--- src/rtl/clock_pkg.sv ---
// Shared definitions for the MM:SS clock blocks: digit limits, widths and the
// countdown state encoding.
package clock_pkg;

    typedef enum logic [1:0] {
        IDLE   = 2'd0,
        RUN    = 2'd1,
        PAUSED = 2'd2,
        DONE   = 2'd3
    } cd_state_t;

    localparam int unsigned SEC_1_MAX  = 9;
    localparam int unsigned SEC_10_MAX = 5;
    localparam int unsigned MIN_1_MAX  = 9;
    localparam int unsigned MIN_10_MAX = 5;

    localparam int unsigned DIGIT_W  = 4;
    localparam int unsigned SEC_10_W = 3;

    function automatic logic digits_valid(input logic [DIGIT_W-1:0]  min_10,
                                          input logic [DIGIT_W-1:0]  min_1,
                                          input logic [SEC_10_W-1:0] sec_10,
                                          input logic [DIGIT_W-1:0]  sec_1);
        return (min_10 <= DIGIT_W'(MIN_10_MAX)) && (min_1 <= DIGIT_W'(MIN_1_MAX)) &&
               (sec_10 <= SEC_10_W'(SEC_10_MAX)) && (sec_1 <= DIGIT_W'(SEC_1_MAX));
    endfunction

endpackage

--- src/rtl/bcd_down_digit.sv ---
// One down-counting digit with parallel load; wraps 0 -> MAX and raises a
// combinational borrow so digits can be chained.
module bcd_down_digit
    import clock_pkg::*;
#(
    parameter int unsigned MAX   = 9,
    parameter int unsigned WIDTH = DIGIT_W
) (
    input  logic             clk,
    input  logic             rst_n,
    input  logic             load,
    input  logic [WIDTH-1:0] load_val,
    input  logic             dec_en,
    output logic [WIDTH-1:0] digit,
    output logic             borrow_out
);

    logic [WIDTH-1:0] digit_q, digit_d;

    always_comb begin
        digit_d = digit_q;
        if (load) begin
            digit_d = load_val;
        end else if (dec_en) begin
            digit_d = (digit_q == '0) ? WIDTH'(MAX) : digit_q - WIDTH'(1);
        end
    end

    always_ff @(posedge clk) begin
        if (!rst_n) begin
            digit_q <= '0;
        end else begin
            digit_q <= digit_d;
        end
    end

    assign digit      = digit_q;
    assign borrow_out = dec_en && (digit_q == '0);

endmodule

--- src/rtl/countdown_mmss.sv ---
// MM:SS countdown timer: load validation and run/pause/done control around a
// chain of four borrowing BCD digits.
module countdown_mmss
    import clock_pkg::*;
(
    input  logic                clk,
    input  logic                rst_n,
    input  logic                tick,
    input  logic                load,
    input  logic [DIGIT_W-1:0]  load_min_10,
    input  logic [DIGIT_W-1:0]  load_min_1,
    input  logic [SEC_10_W-1:0] load_sec_10,
    input  logic [DIGIT_W-1:0]  load_sec_1,
    input  logic                start,
    input  logic                pause,
    output logic [DIGIT_W-1:0]  minutes_10,
    output logic [DIGIT_W-1:0]  minutes_1,
    output logic [SEC_10_W-1:0] sec_10,
    output logic [DIGIT_W-1:0]  sec_1,
    output logic                running,
    output logic                done,
    output logic                load_err
);

    cd_state_t state_q, state_d;
    logic      running_q, running_d;
    logic      done_q, done_d;
    logic      load_err_q, load_err_d;
    logic      load_ok, dec_go;
    logic      value_zero, value_one;
    logic      sec_1_borrow, sec_10_borrow, min_1_borrow, unused_borrow;

    assign value_zero = (minutes_10 == '0) && (minutes_1 == '0) && (sec_10 == '0) &&
                        (sec_1 == '0);
    assign value_one  = (minutes_10 == '0) && (minutes_1 == '0) && (sec_10 == '0) &&
                        (sec_1 == DIGIT_W'(1));

    // A cycle carrying load never also acts on pause/start/tick, even if rejected.
    always_comb begin
        state_d    = state_q;
        load_ok    = 1'b0;
        dec_go     = 1'b0;
        done_d     = 1'b0;
        load_err_d = 1'b0;
        if (load) begin
            if (digits_valid(load_min_10, load_min_1, load_sec_10, load_sec_1)) begin
                load_ok = 1'b1;
                state_d = IDLE;
            end else begin
                load_err_d = 1'b1;
            end
        end else if (pause) begin
            if (state_q == RUN) state_d = PAUSED;
        end else if (start) begin
            if ((state_q == IDLE || state_q == PAUSED) && !value_zero) state_d = RUN;
        end else if (tick && state_q == RUN) begin
            dec_go = 1'b1;
            if (value_one) begin
                state_d = DONE;
                done_d  = 1'b1;
            end
        end
        running_d = (state_d == RUN);
    end

    always_ff @(posedge clk) begin
        if (!rst_n) begin
            state_q    <= IDLE;
            running_q  <= 1'b0;
            done_q     <= 1'b0;
            load_err_q <= 1'b0;
        end else begin
            state_q    <= state_d;
            running_q  <= running_d;
            done_q     <= done_d;
            load_err_q <= load_err_d;
        end
    end

    assign running  = running_q;
    assign done     = done_q;
    assign load_err = load_err_q;

    bcd_down_digit #(.MAX(SEC_1_MAX), .WIDTH(DIGIT_W)) u_sec_1 (
        .clk        (clk),
        .rst_n      (rst_n),
        .load       (load_ok),
        .load_val   (load_sec_1),
        .dec_en     (dec_go),
        .digit      (sec_1),
        .borrow_out (sec_1_borrow)
    );

    bcd_down_digit #(.MAX(SEC_10_MAX), .WIDTH(SEC_10_W)) u_sec_10 (
        .clk        (clk),
        .rst_n      (rst_n),
        .load       (load_ok),
        .load_val   (load_sec_10),
        .dec_en     (sec_1_borrow),
        .digit      (sec_10),
        .borrow_out (sec_10_borrow)
    );

    bcd_down_digit #(.MAX(MIN_1_MAX), .WIDTH(DIGIT_W)) u_min_1 (
        .clk        (clk),
        .rst_n      (rst_n),
        .load       (load_ok),
        .load_val   (load_min_1),
        .dec_en     (sec_10_borrow),
        .digit      (minutes_1),
        .borrow_out (min_1_borrow)
    );

    // Never borrows: RUN is only entered with a nonzero value and leaves at 00:00.
    bcd_down_digit #(.MAX(MIN_10_MAX), .WIDTH(DIGIT_W)) u_min_10 (
        .clk        (clk),
        .rst_n      (rst_n),
        .load       (load_ok),
        .load_val   (load_min_10),
        .dec_en     (min_1_borrow),
        .digit      (minutes_10),
        .borrow_out (unused_borrow)
    );

endmodule

--- config.mk ---
export PLATFORM = sky130hd
export DESIGN_NAME = countdown_mmss
export DESIGN_NICKNAME = d
export VERILOG_FILES = /design/src/rtl/clock_pkg.sv /design/src/rtl/bcd_down_digit.sv /design/src/rtl/countdown_mmss.sv
export SDC_FILE = /design/constraint.sdc
export NUM_CORES = 1
export LEC_CHECK = 0
export ABC_AREA = 1
export BUFFER_PORTS_ARGS = -buffer_cell sky130_fd_sc_hd__clkbuf_2
export CORE_UTILIZATION = 34
export DETAILED_ROUTE_END_ITERATION = 8
export GPL_ROUTABILITY_DRIVEN = 0
export GPL_TIMING_DRIVEN = 1
export HOLD_SLACK_MARGIN = 0.02
export PLACE_DENSITY_LB_ADDON = 0.2
export SKIP_CTS_REPAIR_TIMING = 1
export SLEW_MARGIN = 20
export SYNTH_ARGS = -nofsm -noshare
export SYNTH_HDL_FRONTEND = slang
export SYNTH_SLANG_ARGS = --single-unit
--- constraint.sdc ---
create_clock -name clk -period 1.3 [get_ports clk]
set_input_delay 0.13 -clock clk [delete_from_list [all_inputs] [get_ports clk]]
set_output_delay 0.13 -clock clk [all_outputs]
set_load 0.01 [all_outputs]
# Word level (Yosys, flattened, before mapping)
# Index checks and enable logic that the tools add are counted.
# word_totals
inputBits,21
reg_bits,20
out_inout_bits,18
word_cells,75
# classes
n_lt_le_gt_ge,4
add_sub_neg,4
n_eq_ne,4
bitwise,2
n_reduce_logical,25
n_mux,28
# op_table
cell,n
two-way mux 4 bit,9
two-way mux 2 bit,8
logical AND 1 bit,12
logical NOT 4 bit,3
subtractor 4 x 1 -> 4 bit (second input constant),3
two-way mux 3 bit,3
<= comparator 4 bit (second input constant),2
two-way mux 1 bit,8
nonzero test 2 bit,4
OR reduction 5 bit,1
== test 2 x 1 -> 1 bit (second input constant),2
== test 4 x 1 -> 1 bit (second input constant),1
<= comparator 4 x 3 -> 1 bit (second input constant),1
<= comparator 3 bit (second input constant),1
logical NOT 3 bit,1
subtractor 3 x 1 -> 3 bit (second input constant),1
== test 2 bit (second input constant),1
logical NOT 2 bit,1
inverter 1 bit,2
AND reduction 2 bit,1
logical NOT 1 bit,1
logical OR 1 bit,1

# Depth between registers and ports, before layout
# Gate-level depths: netlist of the first run.
# logic_depth
depth_word,11
mapped_depth,10
mapped_depth_nobuf,10

# Hierarchy
# A second synthesis of the first run with hierarchy kept.
# unflattened
hier_cells,219
area_unflattened_um2,1308.8
# modules_own_cells
module,cells_per_inst,area_each_um2,seq_area_each_um2,n_inst
bcd_down_digit (u_min_1 ...),40,246.5,80.1,2
countdown_mmss,71,396.6,100.1,1
bcd_down_digit (u_min_10),37,229.0,80.1,1
bcd_down_digit (u_sec_10),31,190.2,60.1,1

# Worst setup path before layout of the first run
# No wires, ideal clock.
# synth_path
path_kind,register to register
from,reg u_sec_1.digit_q[1] (netlist: u_sec_1.digit[1])
to,reg u_min_10.digit_q[0] (netlist: u_min_10.digit[0])
path_stages_with_launch,11
n_path_buf,0
period_less_slack_ns,1.312
t_arrival_ns,1.198
setup_slack_ns,-0.012
t_required_ns,1.187
path_cell_list,dfxtp_1 inv_1 nand2_1 nor2_2 nand2_4 nor2_8 nand2_4 nand2_4 inv_2 nor2_1 nor2_1
# synth_via
elab_chain_cells,5
# synth_lines
element,line,rtl
"start, declared",bcd_down_digit.sv:18,"logic [WIDTH-1:0] digit_q, digit_d;"
"start signal, assigned",bcd_down_digit.sv:33,digit_q <= digit_d;
logical NOT 4 bit,bcd_down_digit.sv:38,assign borrow_out = dec_en && (digit_q == '0);
logical AND 1 bit (3 in series),bcd_down_digit.sv:38,
nonzero test 2 bit (no source line),--,
"end signal, assigned",bcd_down_digit.sv:33,
"end, declared",bcd_down_digit.sv:18,
# No other way between the ends.
# A chain may end at the register's enable or synchronous reset.

# Worst setup path in the final report of the first run
# layout_path
from,reg state_q[1]
to,reg u_min_10.digit_q[1] (netlist: u_min_10.digit[1])
# layout_via
elab_chain_cells,10
# layout_lines
element,line,rtl
"start, declared",countdown_mmss.sv:25,"cd_state_t state_q, state_d;"
"start signal, assigned",countdown_mmss.sv:73,state_q <= state_d;
== test 2 x 1 -> 1 bit,countdown_mmss.sv:56,end else if (tick && state_q == RUN) begin
logical AND 1 bit,countdown_mmss.sv:56,
two-way mux 1 bit,countdown_mmss.sv:56,
two-way mux 1 bit,countdown_mmss.sv:54,end else if (start) begin
two-way mux 1 bit,countdown_mmss.sv:52,end else if (pause) begin
two-way mux 1 bit,countdown_mmss.sv:45,if (load) begin
logical AND 1 bit (3 in series),bcd_down_digit.sv:38,
nonzero test 2 bit (no source line),--,
# No other way between the ends.

==> impl_metrics.tcl, run 1 <==
set metrics [dict create \
    period_share 0.990 \
    drt_iter0_drc 60 \
    yosysWarnings 0 \
    grt_overflow 0 \
    dr.pass1.iters 4 \
    io_pins 39 \
    min_period_ns 1.29 \
    p_total_mw 1.26 \
    grt_pass1_vias 1288 \
    hold_start "load_sec_10[0]" \
    rr_startpoint "state_q[1]" \
    cts_tree "built" \
    end_kind "register" \
    maxCapViolations 0 \
    placed_cells 308 \
    tightestPinTransition_ns 0.406 \
    drc 0 \
    grt_util_all_layers 0.173 \
    fin_nets 289 \
    synth_cells 194 \
    dp_hpwl_mm 2.63 \
    antenna_found_initial 0 \
    numCtsBuffers 3 \
    ys.flop_type "dfxtp_1" \
    syn_area_mm2 0.00125 \
    syn2layout_area_growth_pct 42.4 \
    clkSinkCount 20 \
    leakage_nw 0.890 \
    die_y_um 62.6 \
    seq_power_share 0.511 \
    syn_avg_cell_area_um2 6.44 \
    crit_fanout 5 \
    maxSlewViolCount 0 \
    root_buffer "clkbuf_4" \
    ir_drop_mv 0.533 \
    cp-startpoint "state_q[1]" \
    grt_max_degree 12 \
    yosysUniqueCellTypes 26 \
    p_int_mw 0.884 \
    clockBufferDepth 2 \
    slew_headroom 0.729 \
    io_buffer_count 38 \
    hold_viol_final 0 \
    hold_path_class "input port to register" \
    row_count 21 \
    core-area_mm2 0.00342 \
    syn_nets 215 \
    clk_pin_slew_ns 0.11 \
    synthArstFlopShare 0 \
    fin_ws_ns 0.0127 \
    grt_pass1_wl_mm 5.45 \
    cp-start-kind "register" \
    via_per_inst 4.51 \
    max_freq_mhz 777 \
    grt_setup_unrepaired "true" \
    clock_skew_ns 0.00331 \
    htreeDepth 1 \
    clockPowerShare 0.238 \
    diodes 0 \
    final_core_util 0.521 \
    switching_share 0.301 \
    clk_latency_ns 0.30 \
    setup_violations 0 \
    vias 1407 \
    synth_edf_count 0 \
    ant_nets 0 \
    die_area_mm2 0.00392 \
    power_switching_mw 0.380 \
    ys_ff_latch 20 \
    yosysMostFrequentCell "nand2_1" \
    worst-setup-path-type "register to register" \
    crit_arrival_ns 1.50 \
    status "complete, no violations" \
    yosysSeqAreaShare 0.320 \
    pwr-share-comb 0.251 \
    synth_area_leaders "dfxtp_1 (32%), nand2_1 (16%), inv_1 (6.9%)" \
    p_per_area_mw_per_mm2 710 \
    ys_top_cells_by_count "nand2_1 (54), inv_1 (23), nor2_1 (22)" \
    stdcell_count 312 \
    drt-wirelength-per-cell_um 10.3 \
    dp_slack_ns -0.0498 \
    synth_top_area_cell "dfxtp_1" \
    crit_required_ns 1.51 \
    die_w_um 62.6 \
    yosys.area.top_type_share 0.320 \
    drt-total-wl_mm 3.20 \
    initial_core_util 0.366 \
    drive_gt1_frac 0.406 \
]
worst paths after layout:
path / depth (start not counted) / to / slack, ns
worst max-delay path: 10 / u_min_10.digit[1] / 0.01
worst min-delay path: 3 / u_sec_10.digit[0] / 0.07
worst min register to register: 2 / u_min_10.digit[3] / 0.47
worst max register to register: 10 / u_min_10.digit[1] / 0.01
cell type report:
cell class | instances | area (um2)
Clock buffer | 3 | 22.5
Fill cell | 375 | 1640
Inverter | 28 | 105
Multi-Input combinational cell | 143 | 741
Sequential cell | 20 | 405
Tap cell | 46 | 57.6
Timing Repair Buffer | 72 | 449
routing by layer:
metal	vias up	wire length, um	track usage
met5	-	0	0
met4	0	20	0.0349
met3	2	160	0.0438
met2	35	1480	0.291
met1	612	1540	0.223
li1	758	-	-
critical path: stages (launching register included):
cell     delay [ns]
dfxtp_1        0.33
inv_2          0.06
nand3_2        0.08
nor2_4         0.17
nand2_4        0.09
nor2_8         0.13
nand2_4        0.07
nand2_4        0.08
inv_2          0.04
nor2_1         0.08
nor2_1         0.05
flip-flops by register name, summed over array words and instances (netlist names):
signal and flops:
done 1, load_err 1, running 1, state_q 2, u_min_1.digit 4, u_min_10.digit 4
u_sec_1.digit 4, u_sec_10.digit 3
cell usage in the layout, fill, tap and decap left out, drive strengths merged:
| cell | instances |
|---|---|
| xor2 | 3 |
| a21oi | 8 |
| nor3 | 3 |
| or2 | 1 |
| xnor2 | 1 |
| a31oi | 5 |
| clkbuf | 41 |
| buf | 34 |
| inv | 28 |
| o21ai | 19 |
| a21boi | 1 |
| nand2 | 58 |
| dfxtp | 20 |
| nand4 | 2 |
| nand3 | 14 |
| nor2 | 28 |
through the flow:
step	area [um2]	hold WS [ns]	setup TNS, ns
after floorplan	1250	0.228	0
final	1780	0.0747	0
after CTS	1740	0.0693	-0.0245
after global routing	1780	0.0649	-0.652
after detailed placement	1720	0.409	-0.0803
after global placement	1720	0.400	-0.0379
power by group through the flow:
stage	clock network [mW]	logic [mW]	registers (mW)
after floorplan	0	0.156	0.671
after global placement	0	0.311	0.658
after detailed placement	0	0.309	0.659
after CTS	0.314	0.311	0.645
after global routing	0.350	0.355	0.649
final	0.301	0.317	0.646
logic make-up after synthesis:
family,share of synthesized area
AOI/OAI and AO/OA,0.145
xor gates and xnor gates,0.0280
buffers and inverters,0.110
DFF,0.320
and+or+nand+nor,0.396
No activity file was read; power rests on OpenSTA's default activity.
==> run 2: changes to the inputs <==
==> constraint.sdc (replaced) <==
create_clock -name clk -period 1.3 [get_ports clk]
set_input_delay 0.065 -clock clk [delete_from_list [all_inputs] [get_ports clk]]
set_output_delay 0.065 -clock clk [all_outputs]
set_load 0.01 [all_outputs]
==> run 2 against run 1 <==
Die area unchanged. Cell count down 1.6%. Sequential power about the same. Critical path type unchanged.
==> impl_metrics.tcl, run 2 (same netlist as run 1, synthesis figures left out) <==
set metrics [dict create \
    status "complete, no violations" \
    die_w_um 62.6 \
    power_switching_mw 0.384 \
    die_area_mm2 0.00392 \
    cts_tree "built" \
    cp-start-kind "register" \
    p_total_mw 1.27 \
    grt_pass1_wl_mm 5.34 \
    ant_nets 0 \
    seqCellArea_um2 405 \
    setup_violations 0 \
    hold_path_class "input port to register" \
    grt_setup_unrepaired "true" \
    period_share 0.998 \
    cp_common_cell "nand2_4" \
    slowest_stage "dfxtp_2" \
    switching_share 0.302 \
    drive_gt1_frac 0.406 \
    ir_drop_mv 0.530 \
    seq_power_share 0.510 \
    placed_cells 301 \
    dr.pass1.iters 4 \
    grt_max_degree 12 \
    maxCapViolations 0 \
    dpl-instance-area_mm2 0.00167 \
    grt_pass1_vias 1288 \
    stdcell_area_mm2 0.00175 \
    core-area_mm2 0.00342 \
    worst-setup-path-type "register to register" \
    htreeDepth 1 \
    min_period_ns 1.30 \
    fill_cells 367 \
    tightestPinTransition_ns 0.404 \
    crit_required_ns 1.52 \
    leakage_nw 0.863 \
    max_freq_mhz 770 \
    drt_iter0_drc 73 \
    max_stage_delay_ns 0.35 \
    end_kind "register" \
    clockBufferDepth 2 \
    initial_core_util 0.366 \
    clockPowerShare 0.237 \
    critPathBufInv 2 \
    slew_headroom 0.730 \
    fin_nets 284 \
    maxSlewViolCount 0 \
    p_int_mw 0.886 \
    diodes 0 \
    p_per_area_mw_per_mm2 724 \
    grt_overflow 0 \
    crit_fanout 4 \
    multi_input_area_um2 754 \
    vias 1401 \
    grt_util_all_layers 0.168 \
    antenna_found_initial 0 \
    crit_arrival_ns 1.51 \
    clock_skew_ns 0.00666 \
    mostFrequentLayoutCell "nand2_1" \
    die_y_um 62.6 \
    io_pins 39 \
    pwr-share-comb 0.253 \
    root_buffer "clkbuf_4" \
    dp_hpwl_mm 2.47 \
    final_cell_mix "nand2_1 (50), clkbuf_2 (38), buf_4 (29), nor2_1 (19), inv_1 (18)" \
    dp_slack_ns -0.0363 \
    row_count 21 \
    io_buffer_count 38 \
    worst_hold_slack_ns 0.00562 \
    cp_cell_sequence "inv_2 -> nand2_4 -> nor2_4 -> nand2_4 -> nor2_8 -> nand2_4 -> nand2_4 -> inv_2 -> nor2_1 -> nor2_1" \
    clk_pin_slew_ns 0.11 \
    cp_top_family "simple AND/OR/NAND/NOR gates" \
    drc 0 \
    drt-total-wl_mm 3.14 \
    syn2layout_area_growth_pct 40.2 \
    clk_latency_ns 0.31 \
    fin_ws_ns 0.00202 \
    clkSinkCount 20 \
    stdcell_count 307 \
    hold_viol_final 0 \
    drt-wirelength-per-cell_um 10.2 \
    numCtsBuffers 3 \
    via_per_inst 4.56 \
]
run 2: through the flow:
stage          setup TNS [ns]  utilization
3_3_place_gp                0        0.488
5_1_grt                -0.374        0.513
4_1_cts               -0.0923        0.494
3_5_place_dp          -0.0743        0.488
2_1_floorplan               0            -
6_report                    0        0.513
run 2: worst paths after layout:
| path | from | end | slack, ns | cells after the start |
|---|---|---|---|---|
| setup / recovery | u_sec_1.digit[3] | u_min_10.digit[1] | 0.002 | 10 |
| hold / removal | load_sec_10[0] | u_sec_10.digit[0] | 0.006 | 3 |
| setup reg to reg | u_sec_1.digit[3] | u_min_10.digit[1] | 0.002 | 10 |
| hold reg to reg | u_min_10.digit[3] | u_min_10.digit[3] | 0.47 | 2 |
run 2: cell type report:
| type | instances | area share |
|---|---|---|
| clock buffer | 3 | 0.0128 |
| inverter | 28 | 0.0600 |
| multi-input combinational | 143 | 0.430 |
| sequential | 20 | 0.231 |
| tap | 46 | 0.0328 |
| timing repair buffer | 67 | 0.233 |
run 2: power groups by stage:
stage	registers, mW	clock network (mW)	logic [mW]
after floorplan	0.671	0	0.156
after global placement	0.658	0	0.299
after detailed placement	0.658	0	0.297
after CTS	0.644	0.311	0.299
after global routing	0.650	0.330	0.360
final	0.647	0.301	0.322
run 2: metal layers:
metal  routed length [um]  part of all wire  GRT usage  vias to the layer above
li1                     -                 -          -                      750
met1                 1440              0.46      0.213                      608
met5                    0                 0          0                        -
met3                  183             0.058     0.0420                        4
met2                 1480              0.47      0.287                       39
met4                   36             0.011     0.0349                        0
run 2: tightest hold or removal path, stage by stage:
cell and delay [ns]:
clkbuf_2 0.08, nand2_1 0.05, a31oi_1 0.07
